`config.mk`:
```
export PLATFORM = sky130hd
export DESIGN_NAME = slt_sort_sequencer
export DESIGN_NICKNAME = d
export VERILOG_FILES = /design/src/rtl/slt_sort_sequencer.sv
export SDC_FILE = /design/constraint.sdc
export NUM_CORES = 1
export LEC_CHECK = 0
export CAP_MARGIN = 15
export CORE_UTILIZATION = 48
export DETAILED_ROUTE_END_ITERATION = 10
export PLACE_DENSITY = 0.67
export SKIP_CTS_REPAIR_TIMING = 1
export SYNTH_ARGS = -nofsm -noshare
export SYNTH_HDL_FRONTEND = slang
export SYNTH_SLANG_ARGS = --single-unit
```
`constraint.sdc`:
```
create_clock -name clk -period 14.3 [get_ports clk]
set_input_delay 1.43 -clock clk [delete_from_list [all_inputs] [get_ports clk]]
set_output_delay 1.43 -clock clk [all_outputs]
set_load 0.01 [all_outputs]
```
`src/rtl/slt_sort_sequencer.sv`:
```
// slt_sort_sequencer: buffers DEPTH signed words, bubble-sorts them ascending
// with one shared signed less-than per clock, then streams them out.
// Ports:
//   clk, rst                      clock, synchronous active-high reset
//   in_valid/in_ready/in_data     input word handshake (accepted in LOAD)
//   out_valid/out_ready/out_data  sorted output handshake, smallest first
//   out_last                      marks the final word of a batch
//   busy                          high while sorting or draining
module slt_sort_sequencer #(
  parameter int DATA_W = 64,
  parameter int DEPTH  = 4
) (
  input  logic              clk,
  input  logic              rst,
  input  logic              in_valid,
  output logic              in_ready,
  input  logic [DATA_W-1:0] in_data,
  output logic              out_valid,
  input  logic              out_ready,
  output logic [DATA_W-1:0] out_data,
  output logic              out_last,
  output logic              busy
);

  localparam int CW = $clog2(DEPTH);
  localparam logic [CW-1:0] LAST = CW'(DEPTH - 1);
  localparam logic [CW-1:0] PMAX = CW'(DEPTH - 2);

  // SETTLE is one cycle between the final compare and the first output
  // word; it counts as part of the busy drain span.
  typedef enum logic [1:0] {
    LOAD,
    SORT,
    SETTLE,
    DRAIN
  } state_t;

  state_t state, state_nx;

  logic [DATA_W-1:0] mem [DEPTH];
  logic [CW-1:0] wr_cnt;
  logic [CW-1:0] rd_cnt;
  logic [CW-1:0] idx;
  logic [CW-1:0] pass;
  logic          swapped;

  logic [CW-1:0] idx1;
  logic [CW-1:0] idx_end;
  logic          lt;
  logic          acc;
  logic          pass_end;
  logic          sort_done;
  logic          rd_hs;
  logic          rd_last;

  assign idx1    = idx + CW'(1);
  assign idx_end = PMAX - pass;
  assign lt      = $signed(mem[idx1]) < $signed(mem[idx]);
  assign acc     = in_valid && in_ready;
  assign pass_end = !(idx < idx_end);
  // Early exit must see this cycle's compare too, not only earlier swaps.
  assign sort_done = pass_end &&
                     (!(swapped || lt) || pass == PMAX);
  assign rd_hs   = out_valid && out_ready;
  assign rd_last = rd_hs && out_last;

  always_ff @(posedge clk) begin
    if (rst) state <= LOAD;
    else     state <= state_nx;
  end

  always_comb begin
    state_nx = state;
    unique case (state)
      LOAD:   if (acc && wr_cnt == LAST) state_nx = SORT;
      SORT:   if (sort_done) state_nx = SETTLE;
      SETTLE: state_nx = DRAIN;
      DRAIN:  if (rd_last) state_nx = LOAD;
      default: state_nx = LOAD;
    endcase
  end

  always_comb begin
    in_ready  = (state == LOAD) && !rst;
    busy      = (state == SORT) || (state == SETTLE) ||
                (state == DRAIN);
    out_valid = (state == DRAIN);
    out_data  = '0;
    out_last  = 1'b0;
    if (state == DRAIN) begin
      out_data = mem[rd_cnt];
      out_last = (rd_cnt == LAST);
    end
  end

  always_ff @(posedge clk) begin
    if (rst) begin
      wr_cnt  <= '0;
      rd_cnt  <= '0;
      idx     <= '0;
      pass    <= '0;
      swapped <= 1'b0;
      for (int i = 0; i < DEPTH; i++) mem[i] <= '0;
    end else begin
      unique case (state)
        LOAD: begin
          if (acc) begin
            mem[wr_cnt] <= in_data;
            if (wr_cnt == LAST) begin
              wr_cnt  <= '0;
              pass    <= '0;
              idx     <= '0;
              swapped <= 1'b0;
            end else begin
              wr_cnt <= wr_cnt + CW'(1);
            end
          end
        end
        SORT: begin
          if (lt) begin
            mem[idx]  <= mem[idx1];
            mem[idx1] <= mem[idx];
          end
          if (!pass_end) begin
            idx     <= idx1;
            swapped <= swapped || lt;
          end else if (!sort_done) begin
            pass    <= pass + CW'(1);
            idx     <= '0;
            swapped <= 1'b0;
          end
        end
        DRAIN: begin
          if (rd_hs) begin
            if (rd_last) rd_cnt <= '0;
            else         rd_cnt <= rd_cnt + CW'(1);
          end
        end
        default: ;
      endcase
    end
  end

endmodule

```
Yosys cells after proc, flatten, opt, wreduce, memory -nomap -nowiden
Memory sizes are Yosys's and may differ from the RTL's. A register that Yosys moved wholly into a read port is not among the register bits.
Index checks and enable logic that the tools add are counted.
- bits in registers: 11
- bits in writable memories: 256
- input bits: 68
- output and inout port bits: 68
- logic and storage cells: 95
- memories kept: 1
- memories (memory ; words ; bits a word ; read ports ; clocked after Yosys merged registers in ; write ports ; line ; RTL):
    mem ; 4 ; 64 ; 3 ; 2 ; 4 ; 40 ; logic [DATA_W-1:0] mem [DEPTH];
- add/sub/neg operators: 5
- magnitude comparators: 2
- eq/ne operators: 14
- muxes and demuxes: 44
- reduce and logical (&&, ||, !) cells: 23
- operators by type and width (cell ; number):
    $mux W64 ; 4
    $reduce_or A64 Y1 ; 3
    $lt A64 B64 Y1 ; 1
    $mux W2 ; 18
    $mux W1 ; 18
    $ne A2 B2 Y1 const B ; 6
    $eq A2 B2 Y1 const B ; 5
    $add A2 B1 Y2 const B ; 4
    $pmux W2 S2 ; 2
    $pmux W2 S4 ; 1
    $logic_and A1 B1 Y1 ; 6
    $reduce_and A5 Y1 ; 1
    $logic_or A1 B1 Y1 ; 4
    $reduce_and A2 Y1 ; 2
    $reduce_and A4 Y1 ; 1
    $logic_not A1 Y1 ; 3
    $ne A3 B2 Y1 const B ; 1
    $reduce_and A3 Y1 ; 1
    $eq A2 B1 Y1 const B ; 1
    $logic_not A2 Y1 ; 1
    $lt A2 B2 Y1 ; 1
    $ne A2 B1 Y1 const B ; 1
    $pmux W1 S2 ; 1
    $reduce_bool A2 Y1 ; 1
    $sub A2 B2 Y2 const A ; 1

Longest topological paths before layout
Gate-level depths: netlist of run 1.
An unclocked memory read counts as a cell.
- depth in word-level cells: 12
- depth in mapped cells: 18
- depth with buffers taken out: 12

Least setup slack after synthesis of run 1
Ideal clock, no wire load.
- path type: register to register
- start: reg idx[0]
- end: mem mem[3][0], enable pin
- setup time: 507 ps
- arrival time: 7798 ps
- data required time: 13793 ps
- slack: 5995 ps
- stages on the path, launching flop included: 17
- path buffers: 5
- clock period less this slack: 8305 ps
- cell sequence: dfxtp_1 clkbuf_1 inv_1 ha_1 buf_1 buf_1 mux4_2 ha_1 a21oi_1 nand2_1 a221oi_1 a31oi_1 o41ai_1 nand4_4 buf_6 clkbuf_1 a21oi_1
- RTL lines (item ; line ; RTL):
    start: declaration ; 43 ; logic [CW-1:0] idx;
    start signal: assignment ; 125 ; idx <= idx1;
    end: declaration ; 40 ;

==> flow_metrics.tcl, run 1 <==
set metrics [dict create \
    max_stage_delay_ns 0.92 \
    gr-total-overflow 0 \
    grt_pass1_vias 17113 \
    final_cell_mix "o21ai_1, edfxtp_1, nand4_1, a22oi_1, mux4_2" \
    fin_crit_ns 8.14 \
    ys_types 52 \
    pin_count 136 \
    r2r-end "mem[1][32]$_DFFE_PP_" \
    cp_common_cell "buf_4" \
    slew_violations 0 \
    r2r-start "idx[0]$_SDFFE_PP0P_" \
    ys_warn_count 0 \
    dieArea_sq_mm 0.0440 \
    cts_root_buf "clkbuf_16" \
    drive_above_1_share 0.156 \
    powerDensity_mw_per_mm2 106 \
    min_to "pass[0]$_SDFFE_PP0P_" \
    fin_skew_ns 0.0183 \
    grt_pass1_wl_mm 99.4 \
    critPathCaptureType "flop" \
    critPathLaunchType "flop" \
    status "complete, no violations" \
    drtIter0Drc 2279 \
    worst_pin_slew_ns 1.22 \
    syn_to_final_growth_pct 12.8 \
    mostFrequentLayoutCell "o21ai_1" \
    clk_path_buf_depth 3 \
    insertedDiodeCount 0 \
    p_leak_nw 7.19 \
    required_ns 14.45 \
    route.detailed.drc 0 \
    coreArea_sq_mm 0.0423 \
    final_net_count 1972 \
    fmax_ghz 0.123 \
    gp_congestion 0.798 \
    rsz0062_at_grt "no" \
    cts_tree "done" \
    ys_ff_latch 271 \
    r2r_setup_slack_ns 6.16 \
    path_buf_inv 3 \
    final_area_sq_mm 0.0234 \
    die_x_um 210 \
    htree_num_levels 2 \
    clock_latency_ns 0.55 \
    wirelength_mm 64.6 \
    grt_usage 0.294 \
    path_clk_slew_ns 0.06 \
    maxCapViolCount 0 \
    cts.sinks 271 \
    hold_depth 1 \
    critical-path-top-delay-family "compound AO/OA/AOI/OAI gates" \
    crit_chain "inv_1 -> ha_4 -> buf_4 -> mux4_2 -> ha_1 -> a21oi_1 -> o21ai_0 -> nand3_1 -> a31oi_1 -> o41ai_1 -> nand4_4 -> buf_4 -> nand2_1 -> a21o_4" \
    wire_per_inst_um 26.6 \
    min_from "pass[0]$_SDFFE_PP0P_" \
    cp.arrival_ns 8.28 \
    critPathKind "reg2reg" \
    seq_area_frac_synth 0.385 \
    first_pass_iters 6 \
    r2r_cells 14 \
    ys.flop_type "edfxtp_1" \
    place_hpwl_mm 35.0 \
    finalCritPeriodShare 0.569 \
    final-hold-violation-count 0 \
    syn_inst 1832 \
    path_max_fanout 90 \
    antenna_found_initial 0 \
    whs_ns 0.477 \
    avgSynthCellArea_sq_um 11.3 \
    synth-edff-count 256 \
    viasPerCell 7.12 \
    async_reset_ff_frac 0 \
    slew_headroom 0.186 \
    cts_buffers 34 \
    syn_area_sq_mm 0.0207 \
    crit_path_top_delay_cell "a21o_4" \
    ir_drop_mv 0.0741 \
    io_buffer_count 135 \
    placed_area_sq_mm 0.0223 \
    start_util 0.490 \
    hp-class "reg2reg" \
    num_rows 75 \
    setup_viol 0 \
    fin_setup_tns_ns 0 \
    die_h_um 210 \
    routed-via-count 17302 \
    syn_nets 1976 \
    grt_max_degree 260 \
    ant_nets 0 \
]
==> layout make-up <==
cell class                 count  area [sq um]
sequential                   271          8000
inverter                      75           282
timing repair buffer         166          1620
clock buffer                  46           960
clock inverter                14          81.3
fill                        3529         18900
multi-input combinational   1280         11700
tap                          577           722
==> cells in the mapped netlist (all sizes together) (2+ instances only) <==
cell	instances	area, sq um
a211o	2	17.5
a211oi	3	22.5
a21boi	2	15.0
a21o	7	52.6
a21oi	31	155
a22oi	195	1460
a31oi	3	18.8
and2	66	413
buf	61	297
clkbuf	145	544
dfxtp	15	300
edfxtp	256	7690
ha	76	951
inv	75	282
mux2i	67	671
mux4	192	4320
nand2	26	97.6
nand2b	7	43.8
nand3	72	365
nand4	207	1310
nor2	16	60.1
nor2b	2	12.5
nor3	11	55.1
nor4	2	12.5
o211ai	2	15.0
o21a	2	15.0
o21ai	263	1320
o21bai	2	15.0
o22ai	4	25.0
or3	2	12.5
or4	3	22.5
==> kinds of logic after synthesis <==
group           after synthesis  synth area share
fa+ha+maj                    76            0.0458
flops                       271             0.385
compound gates              527             0.157
buf+inv                     281            0.0541
simple gates                418             0.118
mux                         259             0.241
==> power by group <==
group | switching [mW] | total (mW) | leakage, nW | internal, mW
logic | 0.367 | 0.597 | 3.89 | 0.230
clock network | 0.353 | 0.839 | 0.506 | 0.486
registers | 0.0646 | 1.05 | 2.80 | 0.990
==> metrics by stage <==
stage,power [mW],setup WS (ns),cells,utilization
floorplan,1.47,5.99,1832,-
global placement,1.63,6.36,2368,0.527
detailed placement,1.65,6.22,2368,0.527
CTS,2.48,6.19,2428,0.552
global route,2.58,5.77,2429,0.553
finish,2.49,6.16,2429,0.553
==> state kept, by name, summed over array words and instances (netlist names), named ones only <==
signal and count:
mem 256, idx 2, pass 2, rd_cnt 2, state 2, wr_cnt 2, swapped 1
==> worst reg2reg max path, cell delays in order, from the launching register on <==
cell     delay (ns)
dfxtp_4        0.86
inv_1          0.36
ha_4           0.82
buf_4          0.77
mux4_2         0.70
ha_1           0.34
a21oi_1        0.12
o21ai_0        0.11
nand3_1        0.11
a31oi_1        0.11
o41ai_1        0.79
nand4_4        0.83
buf_4          0.70
nand2_1        0.18
a21o_4         0.92
==> layer usage <==
metal / routed length, um / vias up / global-route usage
li1: - / 7530 / -
met1: 24700 / 8606 / 0.389
met2: 31300 / 1005 / 0.483
met5: 0 / - / 0
met4: 2140 / 0 / 0.130
met3: 6340 / 161 / 0.0411
==> how the worst max path moves through the flow <==
stage | startpoint | endpoint | cells past startpoint
after floorplan | idx[0]$_SDFFE_PP0P_ | mem[3][0]$_DFFE_PP_ | 16
after global placement | idx[0]$_SDFFE_PP0P_ | mem[1][37]$_DFFE_PP_ | 14
after detailed placement | idx[0]$_SDFFE_PP0P_ | mem[1][37]$_DFFE_PP_ | 14
after CTS | idx[0]$_SDFFE_PP0P_ | mem[1][39]$_DFFE_PP_ | 14
after global routing | idx[0]$_SDFFE_PP0P_ | mem[1][34]$_DFFE_PP_ | 14
final | idx[0]$_SDFFE_PP0P_ | mem[1][32]$_DFFE_PP_ | 14
No activity file was read; power rests on OpenSTA's default activity.
==> run 2, diff against run 1 <==
==> constraint.sdc (replaced) <==
create_clock -name clk -period 7.75 [get_ports clk]
set_input_delay 0.775 -clock clk [delete_from_list [all_inputs] [get_ports clk]]
set_output_delay 0.775 -clock clk [all_outputs]
set_load 0.01 [all_outputs]
==> flow_metrics.tcl, run 2 (synthesized netlist as in run 1, its figures left out) <==
set metrics [dict create \
    final_cell_mix "o21ai_1, edfxtp_1, nand4_1, a22oi_1, mux4_2" \
    htree_num_levels 2 \
    grt_max_degree 172 \
    cp.arrival_ns 6.53 \
    max_stage_delay_ns 0.84 \
    final_net_count 1978 \
    top_register "mem" \
    critPathCaptureType "flop" \
    cts_buffers 34 \
    slew_headroom 0.160 \
    fin_cells 2437 \
    place_hpwl_mm 36.9 \
    die_x_um 210 \
    multi_input_area_sq_mm 0.0117 \
    cts_tree "done" \
    fin_crit_ns 6.24 \
    seq_area_sq_mm 0.00800 \
    ir_drop_mv 0.116 \
    cts_root_buf "clkbuf_16" \
    cts.sinks 271 \
    critPathKind "reg2reg" \
    path_clk_slew_ns 0.06 \
    path_max_fanout 28 \
    die_h_um 210 \
    hp-class "reg2reg" \
    setup_viol 0 \
    path_buf_inv 3 \
    wire_per_inst_um 27.0 \
    num_rows 75 \
    coreArea_sq_mm 0.0423 \
    drtIter0Drc 2098 \
    gr-total-overflow 0 \
    grt_pass1_wl_mm 101 \
    pin_count 136 \
    finalCritPeriodShare 0.805 \
    antenna_found_initial 1 \
    clock_latency_ns 0.55 \
    crit_chain "inv_1 -> ha_4 -> buf_12 -> mux4_2 -> ha_1 -> a21oi_1 -> o21ai_1 -> a211oi_1 -> nor3_1 -> o41ai_1 -> nand4_4 -> a211o_1 -> a21o_4 -> buf_4" \
    powerDensity_mw_per_mm2 199 \
    whs_ns 0.466 \
    p_leak_nw 7.29 \
    gp_congestion 0.809 \
    worst_pin_slew_ns 1.26 \
    fmax_ghz 0.160 \
    placed_cells 2375 \
    cp_num_cells 14 \
    ant_nets 0 \
    dieArea_sq_mm 0.0440 \
    critical-path-top-delay-family "compound AO/OA/AOI/OAI gates" \
    required_ns 8.04 \
    fillers 3576 \
    final-hold-violation-count 0 \
    rsz0062_at_grt "no" \
    grt_usage 0.298 \
    route.detailed.drc 0 \
    hold_depth 2 \
    io_buffer_count 135 \
    r2r_cells 14 \
    critPathLaunchType "flop" \
    mostFrequentLayoutCell "o21ai_1" \
    largest_reg_flops 256 \
    fin_setup_tns_ns 0 \
    status "complete, no violations" \
    crit_path_top_delay_cell "o41ai_1" \
    drive_above_1_share 0.163 \
    fin_skew_ns 0.0187 \
    slew_violations 0 \
    viasPerCell 7.14 \
    syn_to_final_growth_pct 13.7 \
    clk_path_buf_depth 3 \
    first_pass_iters 6 \
    start_util 0.490 \
    grt_pass1_vias 17118 \
    wirelength_mm 65.9 \
    routed-via-count 17389 \
    maxCapViolCount 0 \
]
-- run 2: changes by cell type in the layout (fill, tap and decap cells not counted) --
cell	before	now
buf_12	1	9
buf_16	1	0
buf_4	29	28
bufinv_16	1	4
clkbuf_1	9	11
clkbuf_16	37	35
clkbuf_8	0	1
clkinv_1	11	2
clkinv_2	2	5
clkinvlp_4	0	2
diode_2	0	1
inv_6	0	1
-- run 2: worst paths after layout --
kind | slack [ns] | from | to
max | 1.51 | idx[1]$_SDFFE_PP0P_ | mem[1][9]$_DFFE_PP_
min | 0.47 | rd_cnt[1]$_SDFFE_PP0P_ | flop
max reg2reg | 1.51 | idx[1]$_SDFFE_PP0P_ | mem[1][9]$_DFFE_PP_
min reg2reg | 0.47 | rd_cnt[1]$_SDFFE_PP0P_ | flop
-- run 2: final cells by class --
type	count	area share
Clock buffer	47	0.0395
Timing Repair Buffer	172	0.0739
Tap cell	577	0.0306
Clock inverter	14	0.00748
Antenna cell	1	0.000106
Inverter	75	0.0119
Sequential cell	271	0.339
Multi-Input combinational cell	1280	0.497
-- run 2: through the flow --
step / setup WS [ns] / util / total power, mW / area (sq um)
6_report: 1.51 / 0.557 / 4.70 / 23600
5_1_grt: 1.26 / 0.557 / 4.86 / 23600
4_1_cts: 1.57 / 0.557 / 4.68 / 23600
3_5_place_dp: 1.58 / 0.531 / 3.06 / 22500
3_3_place_gp: 1.72 / 0.531 / 3.03 / 22500
2_1_floorplan: 0.699 / - / 2.71 / 20700
-- run 2: power breakdown --
part	total (mW)	internal, mW	leakage [nW]	switching [mW]
combinational	1.11	0.435	3.95	0.679
sequential	1.95	1.82	2.80	0.129
clock	1.63	0.976	0.536	0.654
-- run 2: tightest hold or removal path, delay by kind of cell, from the launching register on --
kind | cells | cell delay, ns
simple gates | 1 | 0.05
flops | 1 | 0.31
compound gates | 1 | 0.07
-- run 2: layer usage --
metal / global-route usage / vias to the layer above / part of all wire
met4: 0.136 / 2 / 0.037
met2: 0.482 / 1178 / 0.48
met5: 0 / - / 0.00023
met3: 0.0491 / 173 / 0.11
li1: - / 7536 / -
met1: 0.394 / 8500 / 0.37
